`src/rtl/multicycle_ctrl.sv`:
```
// Main control FSM for the multi-cycle MIPS datapath.
// Sequences fetch/decode/execute/memory/writeback, stalls on mem_ready,
// drives datapath selects and write enables, and counts retired instructions.
// Optional build macro: MULTICYCLE_CTRL_BNE_EN (adds BNE, opcode 6'b000101).
module multicycle_ctrl #(
  parameter int          CNT_W    = 32,
  parameter logic [5:0]  OP_RTYPE = 6'b000000,
  parameter logic [5:0]  OP_LW    = 6'b100011,
  parameter logic [5:0]  OP_SW    = 6'b101011,
  parameter logic [5:0]  OP_BEQ   = 6'b000100,
  parameter logic [5:0]  OP_J     = 6'b000010,
  parameter logic [5:0]  OP_ADDI  = 6'b001000
) (
  input  logic             clk,
  input  logic             rst,
  input  logic [5:0]       opcode,
  input  logic             zero,
  input  logic             mem_ready,
  output logic             mem_req,
  output logic             mem_we,
  output logic             iord,
  output logic             ir_write,
  output logic             pc_en,
  output logic [1:0]       pc_source,
  output logic             alu_src_a,
  output logic [1:0]       alu_src_b,
  output logic [1:0]       aluop,
  output logic             reg_dst,
  output logic             mem_to_reg,
  output logic             reg_write,
  output logic             illegal_op,
  output logic [3:0]       state,
  output logic [CNT_W-1:0] retired
);

`ifdef MULTICYCLE_CTRL_BNE_EN
  localparam logic [5:0] OP_BNE = 6'b000101;
`endif

  typedef enum logic [3:0] {
    FETCH  = 4'd0,
    DECODE = 4'd1,
    MEMADR = 4'd2,
    MEMRD  = 4'd3,
    MEMWB  = 4'd4,
    MEMWR  = 4'd5,
    EXEC   = 4'd6,
    RWB    = 4'd7,
    BRANCH = 4'd8,
    JUMP   = 4'd9,
    ADDIEX = 4'd10,
    ADDIWB = 4'd11
  } state_t;

  state_t cur_state;
  state_t nxt_state;
  logic   retire;

  assign state = cur_state;

  // State register
  always_ff @(posedge clk or posedge rst) begin
    if (rst) cur_state <= FETCH;
    else     cur_state <= nxt_state;
  end

  // Retired-instruction counter, bumped on the last cycle of each instruction
  always_ff @(posedge clk or posedge rst) begin
    if (rst)         retired <= '0;
    else if (retire) retired <= retired + CNT_W'(1);
  end

  // Next-state and control decode; everything held at 0 while in reset
  always_comb begin
    nxt_state  = cur_state;
    retire     = 1'b0;
    mem_req    = 1'b0;
    mem_we     = 1'b0;
    iord       = 1'b0;
    ir_write   = 1'b0;
    pc_en      = 1'b0;
    pc_source  = 2'b00;
    alu_src_a  = 1'b0;
    alu_src_b  = 2'b00;
    aluop      = 2'b00;
    reg_dst    = 1'b0;
    mem_to_reg = 1'b0;
    reg_write  = 1'b0;
    illegal_op = 1'b0;
    if (!rst) begin
      case (cur_state)
        FETCH: begin
          mem_req   = 1'b1;
          alu_src_b = 2'b01;
          ir_write  = mem_ready;
          pc_en     = mem_ready;
          if (mem_ready) nxt_state = DECODE;
        end
        DECODE: begin
          alu_src_b = 2'b11;
          if (opcode == OP_LW || opcode == OP_SW) nxt_state = MEMADR;
          else if (opcode == OP_RTYPE)            nxt_state = EXEC;
          else if (opcode == OP_BEQ)              nxt_state = BRANCH;
`ifdef MULTICYCLE_CTRL_BNE_EN
          else if (opcode == OP_BNE)              nxt_state = BRANCH;
`endif
          else if (opcode == OP_J)                nxt_state = JUMP;
          else if (opcode == OP_ADDI)             nxt_state = ADDIEX;
          else begin
            nxt_state  = FETCH;
            illegal_op = 1'b1;
          end
        end
        MEMADR: begin
          alu_src_a = 1'b1;
          alu_src_b = 2'b10;
          nxt_state = (opcode == OP_LW) ? MEMRD : MEMWR;
        end
        MEMRD: begin
          mem_req = 1'b1;
          iord    = 1'b1;
          if (mem_ready) nxt_state = MEMWB;
        end
        MEMWB: begin
          reg_write  = 1'b1;
          mem_to_reg = 1'b1;
          retire     = 1'b1;
          nxt_state  = FETCH;
        end
        MEMWR: begin
          mem_req = 1'b1;
          mem_we  = 1'b1;
          iord    = 1'b1;
          if (mem_ready) begin
            retire    = 1'b1;
            nxt_state = FETCH;
          end
        end
        EXEC: begin
          alu_src_a = 1'b1;
          aluop     = 2'b10;
          nxt_state = RWB;
        end
        RWB: begin
          reg_write = 1'b1;
          reg_dst   = 1'b1;
          retire    = 1'b1;
          nxt_state = FETCH;
        end
        BRANCH: begin
          alu_src_a = 1'b1;
          aluop     = 2'b11;
          pc_source = 2'b01;
`ifdef MULTICYCLE_CTRL_BNE_EN
          // IR still holds the branch opcode, so it selects the taken sense
          pc_en     = (opcode == OP_BNE) ? ~zero : zero;
`else
          pc_en     = zero;
`endif
          retire    = 1'b1;
          nxt_state = FETCH;
        end
        JUMP: begin
          pc_source = 2'b10;
          pc_en     = 1'b1;
          retire    = 1'b1;
          nxt_state = FETCH;
        end
        ADDIEX: begin
          alu_src_a = 1'b1;
          alu_src_b = 2'b10;
          nxt_state = ADDIWB;
        end
        ADDIWB: begin
          reg_write = 1'b1;
          retire    = 1'b1;
          nxt_state = FETCH;
        end
        default: nxt_state = FETCH;
      endcase
    end
  end

endmodule
```
`config.mk`:
```
export PLATFORM = sky130hd
export DESIGN_NAME = multicycle_ctrl
export DESIGN_NICKNAME = d
export VERILOG_FILES = /design/src/rtl/multicycle_ctrl.sv
export SDC_FILE = /design/constraint.sdc
export NUM_CORES = 1
export LEC_CHECK = 0
export CAP_MARGIN = 20
export CORE_MARGIN = 4
export CORE_UTILIZATION = 47
export CTS_CLUSTER_DIAMETER = 80
export DETAILED_ROUTE_END_ITERATION = 8
export HOLD_SLACK_MARGIN = 0.12
export PLACE_DENSITY = 0.8
export SYNTH_ARGS = -nofsm -noshare
export SYNTH_HDL_FRONTEND = slang
export SYNTH_SLANG_ARGS = --single-unit
```
`constraint.sdc`:
```
create_clock -name clk -period 3.2 [get_ports clk]
set_clock_uncertainty 0.2 [all_clocks]
set_input_delay 0.8 -clock clk [delete_from_list [all_inputs] [get_ports clk]]
set_output_delay 0.8 -clock clk [all_outputs]
set_load 0.03 [all_outputs]
```
Word level (Yosys, flattened, before mapping)
Index checks and enable logic that the tools add are counted.
{ "op_classes": {"eq_ne": 19, "reduce_logical": 10, "n_addsub": 1, "bitwise": 1, "mux": 44} }
{ "op_table": {"columns": ["operator", "count"], "rows": [
  ["$add 32x1->32 const B", 1],
  ["$mux 4", 8],
  ["$pmux 4 s7", 1],
  ["$mux 1", 26],
  ["$eq 4x3->1 const B", 4],
  ["$eq 4x4->1 const B", 4],
  ["$eq 6x6->1 const B", 2],
  ["$eq 4x2->1 const B", 2],
  ["$pmux 2 s2", 2],
  ["$eq 6x2->1 const B", 1],
  ["$eq 6x3->1 const B", 1],
  ["$eq 6x4->1 const B", 1],
  ["$logic_not 6->1", 1],
  ["$mux 2", 3],
  ["$ne 2x2->1 const B", 3],
  ["$pmux 2 s3", 1],
  ["$reduce_or 3->1", 2],
  ["$reduce_or 5->1", 1],
  ["$eq 4x1->1 const B", 1],
  ["$logic_not 4->1", 1],
  ["$reduce_and 4->1", 1],
  ["$reduce_or 2->1", 2],
  ["$reduce_or 4->1", 1],
  ["$mux 3", 1],
  ["4 further kinds", 4]
]} }
{ "totals": {"output_inout_bits": 52, "register_bits": 36, "in_bits": 10, "word_cells": 77} }

Longest topological paths before layout
{ "depth": {"word_depth": 8, "depth_mapped": 7, "mapped_depth_nobuf": 6} }

Worst setup path before layout
OpenSTA, ideal clock, no wires.
{ "synth_timing": {"kind": "input port to output port", "start": "input rst", "end": "output illegal_op", "t_required_ps": 2200, "path_buffers": 1, "arrival_time_ps": 2745, "slack_ps": -545, "path_stages": 4, "cell_sequence": "buf_6 -> inv_1 -> nand2_1 -> nor3b_1"} }
{ "synth_via": {"elab_chain_cells": 1} }
{ "synth_lines": {"columns": ["element", "line", "rtl"], "rows": [
  ["start: declaration", "15", "input logic rst,"],
  ["$mux 1", "90", "if (!rst) begin"],
  ["end: declaration", "31", "output logic illegal_op,"]
]} }
Every way passes these cells.

Final worst setup path
{ "layout_timing": {"start": "input opcode[3]", "end": "output illegal_op"} }
{ "layout_via": {"elab_chain_cells": 8, "word_cells_on_any_way": 14, "classes_between": "eq/ne: 5; mux: 7; reduce/logical: 2"} }
{ "layout_lines": {"columns": ["element", "line", "rtl"], "rows": [
  ["start: declaration", "16", "input logic [5:0] opcode,"],
  ["$eq 6x4->1", "108", "else if (opcode == OP_ADDI) nxt_state = ADDIEX;"],
  ["$mux 1", "108", null],
  ["$mux 1", "107", "else if (opcode == OP_J) nxt_state = JUMP;"],
  ["$mux 1", "103", "else if (opcode == OP_BEQ) nxt_state = BRANCH;"],
  ["$mux 1", "102", "else if (opcode == OP_RTYPE) nxt_state = EXEC;"],
  ["$mux 1 *", "101", "if (opcode == OP_LW || opcode == OP_SW) nxt_state = MEMADR;"],
  ["$mux 1 *", "91", "case (cur_state)"],
  ["$mux 1 *", "90", null]
]} }
Mark *: on every way between the ends. The rest lies on a longest branch, timed or not.

==> flow_metrics.tcl <==
set metrics [dict create \
    report.final.slew_viol_count 0 \
    cp_slowest_cell "a2111o_1" \
    dp_slack_ps -189 \
    cp_top_family "simple AND/OR/NAND/NOR gates" \
    numCtsBuffers 5 \
    die_h_um 74.5 \
    layout.nets 316 \
    grt_max_degree 39 \
    synthCells 226 \
    drc 0 \
    crit_arrival_ps 2150 \
    insertion_delay_ps 290 \
    initial_core_util_pct 50.2 \
    vias 1919 \
    grt_pass1_vias 1844 \
    core-area_um2 4140 \
    max_freq_mhz 317 \
    clock-root-buffer "clkbuf_8" \
    rows 23 \
    r2r_end "retired[9]$_DFFE_PP0P_" \
    drive_gt1_share_pct 21.9 \
    cp-startpoint "opcode[3]" \
    synth_compound_area_share_pct 7.22 \
    drt.antenna.violating_nets 0 \
    muxShareOfSynthArea_pct 0.541 \
    synthAdderAreaFrac_pct 1.08 \
    die_area_um2 5560 \
    grt_setup_unrepaired "no" \
    syn_to_final_growth_pct 41.4 \
    cap_violations 0 \
    cp-end-kind "output pin" \
    overflow 0 \
    htreeDepth 2 \
    slowest_delay_ps 450 \
    status "completed" \
    first_iter_violations 79 \
    cts.sinks 36 \
    synth_cell_types 43 \
    wl_per_cell_um 14.2 \
    cts_hold_buf 0 \
    min_path_cells 1 \
    ir_drop_mv 0.369 \
    clk_pin_slew_ps 70 \
    grt.total_usage_pct 19.7 \
    syn_area_um2 2080 \
    max_slew.worst_pin.slew_ps 522 \
    required_ps 2200 \
    port_buffers 61 \
    avgSynthCellArea_um2 9.21 \
    antenna_cells 0 \
    critPathKind "in2out" \
    mostFrequentLayoutCell "clkdlybuf4s50_1" \
    ios 62 \
    first_pass_iters 5 \
    synth.largest_area_cell "dfrtp_1" \
    finalHoldViolations 0 \
    hp-class "reg2reg" \
    r2r_cells 7 \
    timing.rr.start "state[0]$_DFFE_PP0P_" \
    post-route-min-period_ps 3150 \
    grt_pass1_wl_mm 8.45 \
    synthXorXnorAreaFrac_pct 13.9 \
    avgViaCountPerCell 5.39 \
    r2r_setup_slack_ps 670 \
    worst-path-buf-inv 2 \
    fin_ws_ps 49.9 \
    fin_crit_sh_pct 98.4 \
    endpoint "illegal_op" \
    p_leak_nw 1.28 \
    cp.depth 5 \
    crit_path_start_kind "input port" \
    tritoncts "built" \
    ys_seq_elements 36 \
    dp_hpwl_mm 3.82 \
    yosys.area_share.simple_pct 30.2 \
    fill_cells 338 \
    seq_area_frac_synth_pct 43.3 \
    wl_mm 5.07 \
    ys_warn_count 0 \
    max_slew_margin_pct 65.2 \
    layout_common_cells "38 x clkdlybuf4s50_1, 36 x dfrtp_1, 35 x buf_4" \
    place_congestion 0.840 \
    finalPower_mw 1.32 \
    fin_setup_tns_ps 0 \
    die_w_um 74.5 \
    synth_area_leaders "dfrtp_1 43%, xnor2_1 7.2%, xor2_1 6.7%" \
    synth_top_family_by_area "simple AND/OR/NAND/NOR gates" \
    worstPathMaxFanout 4 \
    clockBufferDepth 2 \
    antenna_found_initial 0 \
    setup_viol 0 \
    crit_chain "dlygate4sd2_1, or2_2, a2111o_1, nor3b_2, buf_4" \
    yosys.area.top_type_share_pct 43.3 \
    syn_nets 237 \
    powerDensity_nw_per_um2 448 \
]
power breakdown:
group | internal, mW | leakage, nW | switching (mW)
Sequential | 0.488 | 0.458 | 0.0672
Clock | 0.175 | 0.0445 | 0.159
Combinational | 0.180 | 0.776 | 0.249
flip-flops by register name, indices dropped and copies added, names as in the netlist:
register and flops:
retired 32, state 4
synthesized netlist by cell type:
library cell	count
or2_2	4
a221oi_1	1
clkbuf_1	6
nand2_1	22
nor4_4	1
a21oi_1	5
nor3_1	14
o41ai_1	1
dfrtp_1	36
buf_4	1
nand4_1	8
nor4b_1	2
nor2_1	25
nor4_2	1
buf_6	2
o31ai_1	2
or4_1	2
a21o_1	3
a21o_2	1
and2b_2	1
mux2_2	1
nand3_1	9
nand4_2	1
nor4_1	2
o21ai_0	10
nand4b_1	3
and2_2	1
nor3b_1	3
nor2b_1	1
and4_1	2
nor2b_2	1
a2111o_1	1
and3_1	2
nand3b_1	1
and2_1	1
xnor2_1	17
or3_1	4
xor2_1	16
maj3_1	1
ha_1	1
inv_1	7
or3b_2	1
nand2b_1	2
how the worst min path moves through the flow:
stage	start	endpoint	slack [ps]
2_1_floorplan	retired[31]$_DFFE_PP0P_	retired[31]$_DFFE_PP0P_	450
3_3_place_gp	retired[31]$_DFFE_PP0P_	retired[31]$_DFFE_PP0P_	280
3_5_place_dp	retired[31]$_DFFE_PP0P_	retired[31]$_DFFE_PP0P_	280
4_1_cts	retired[31]$_DFFE_PP0P_	retired[31]$_DFFE_PP0P_	290
5_1_grt	retired[31]$_DFFE_PP0P_	retired[31]$_DFFE_PP0P_	310
6_report	retired[31]$_DFFE_PP0P_	retired[31]$_DFFE_PP0P_	290
cell type report:
cell class	instances	area, µm²	share of cell area [%]
Multi-Input combinational cell	174	1140	38.8
Sequential cell	36	901	30.6
Timing Repair Buffer	81	712	24.2
Clock buffer	7	86.3	2.93
Tap cell	50	62.6	2.13
Inverter	7	30.0	1.02
Clock inverter	1	7.51	0.255
worst register-to-register path, delay by kind of cell, from the launching register on:
kind,cells,cell delay [ps]
buffers and inverters,2,360
flip-flops,1,670
AND/OR/NAND/NOR,4,1030
XOR/XNOR,1,150
layer usage:
layer / vias up / part of all wire, % / GRT usage, %
met4: 0 / 1.9 / 6.92
met1: 920 / 46 / 26.9
li1: 946 / - / -
met5: - / 0 / 0
met2: 45 / 48 / 31.2
met3: 8 / 3.9 / 4.05
what timing repair did:
action,CTS,global route
hold endpoints to repair,0,0
gates resized for setup,8,8
endpoints found under the setup margin,1,4
buffers inserted,0,0
pin swaps,6,4
through the flow:
stage                     hold WS, ps  cells  utilization [%]  cell area [µm²]
final                             289    356             71.0             2940
after floorplan                   454    226                -             2110
after global routing              311    356             71.0             2940
after detailed placement          278    348             68.4             2840
after CTS                         292    356             70.7             2930
after global placement            276    348             68.4             2840
cells by family after synthesis:
logic type | Yosys count
AOI/OAI and AO/OA | 24
and+or+nand+nor | 114
muxes | 1
adders and majority gates | 2
buffers and inverters | 16
xor gates and xnor gates | 33
DFF | 36
No activity file was read; power rests on OpenSTA's default activity.
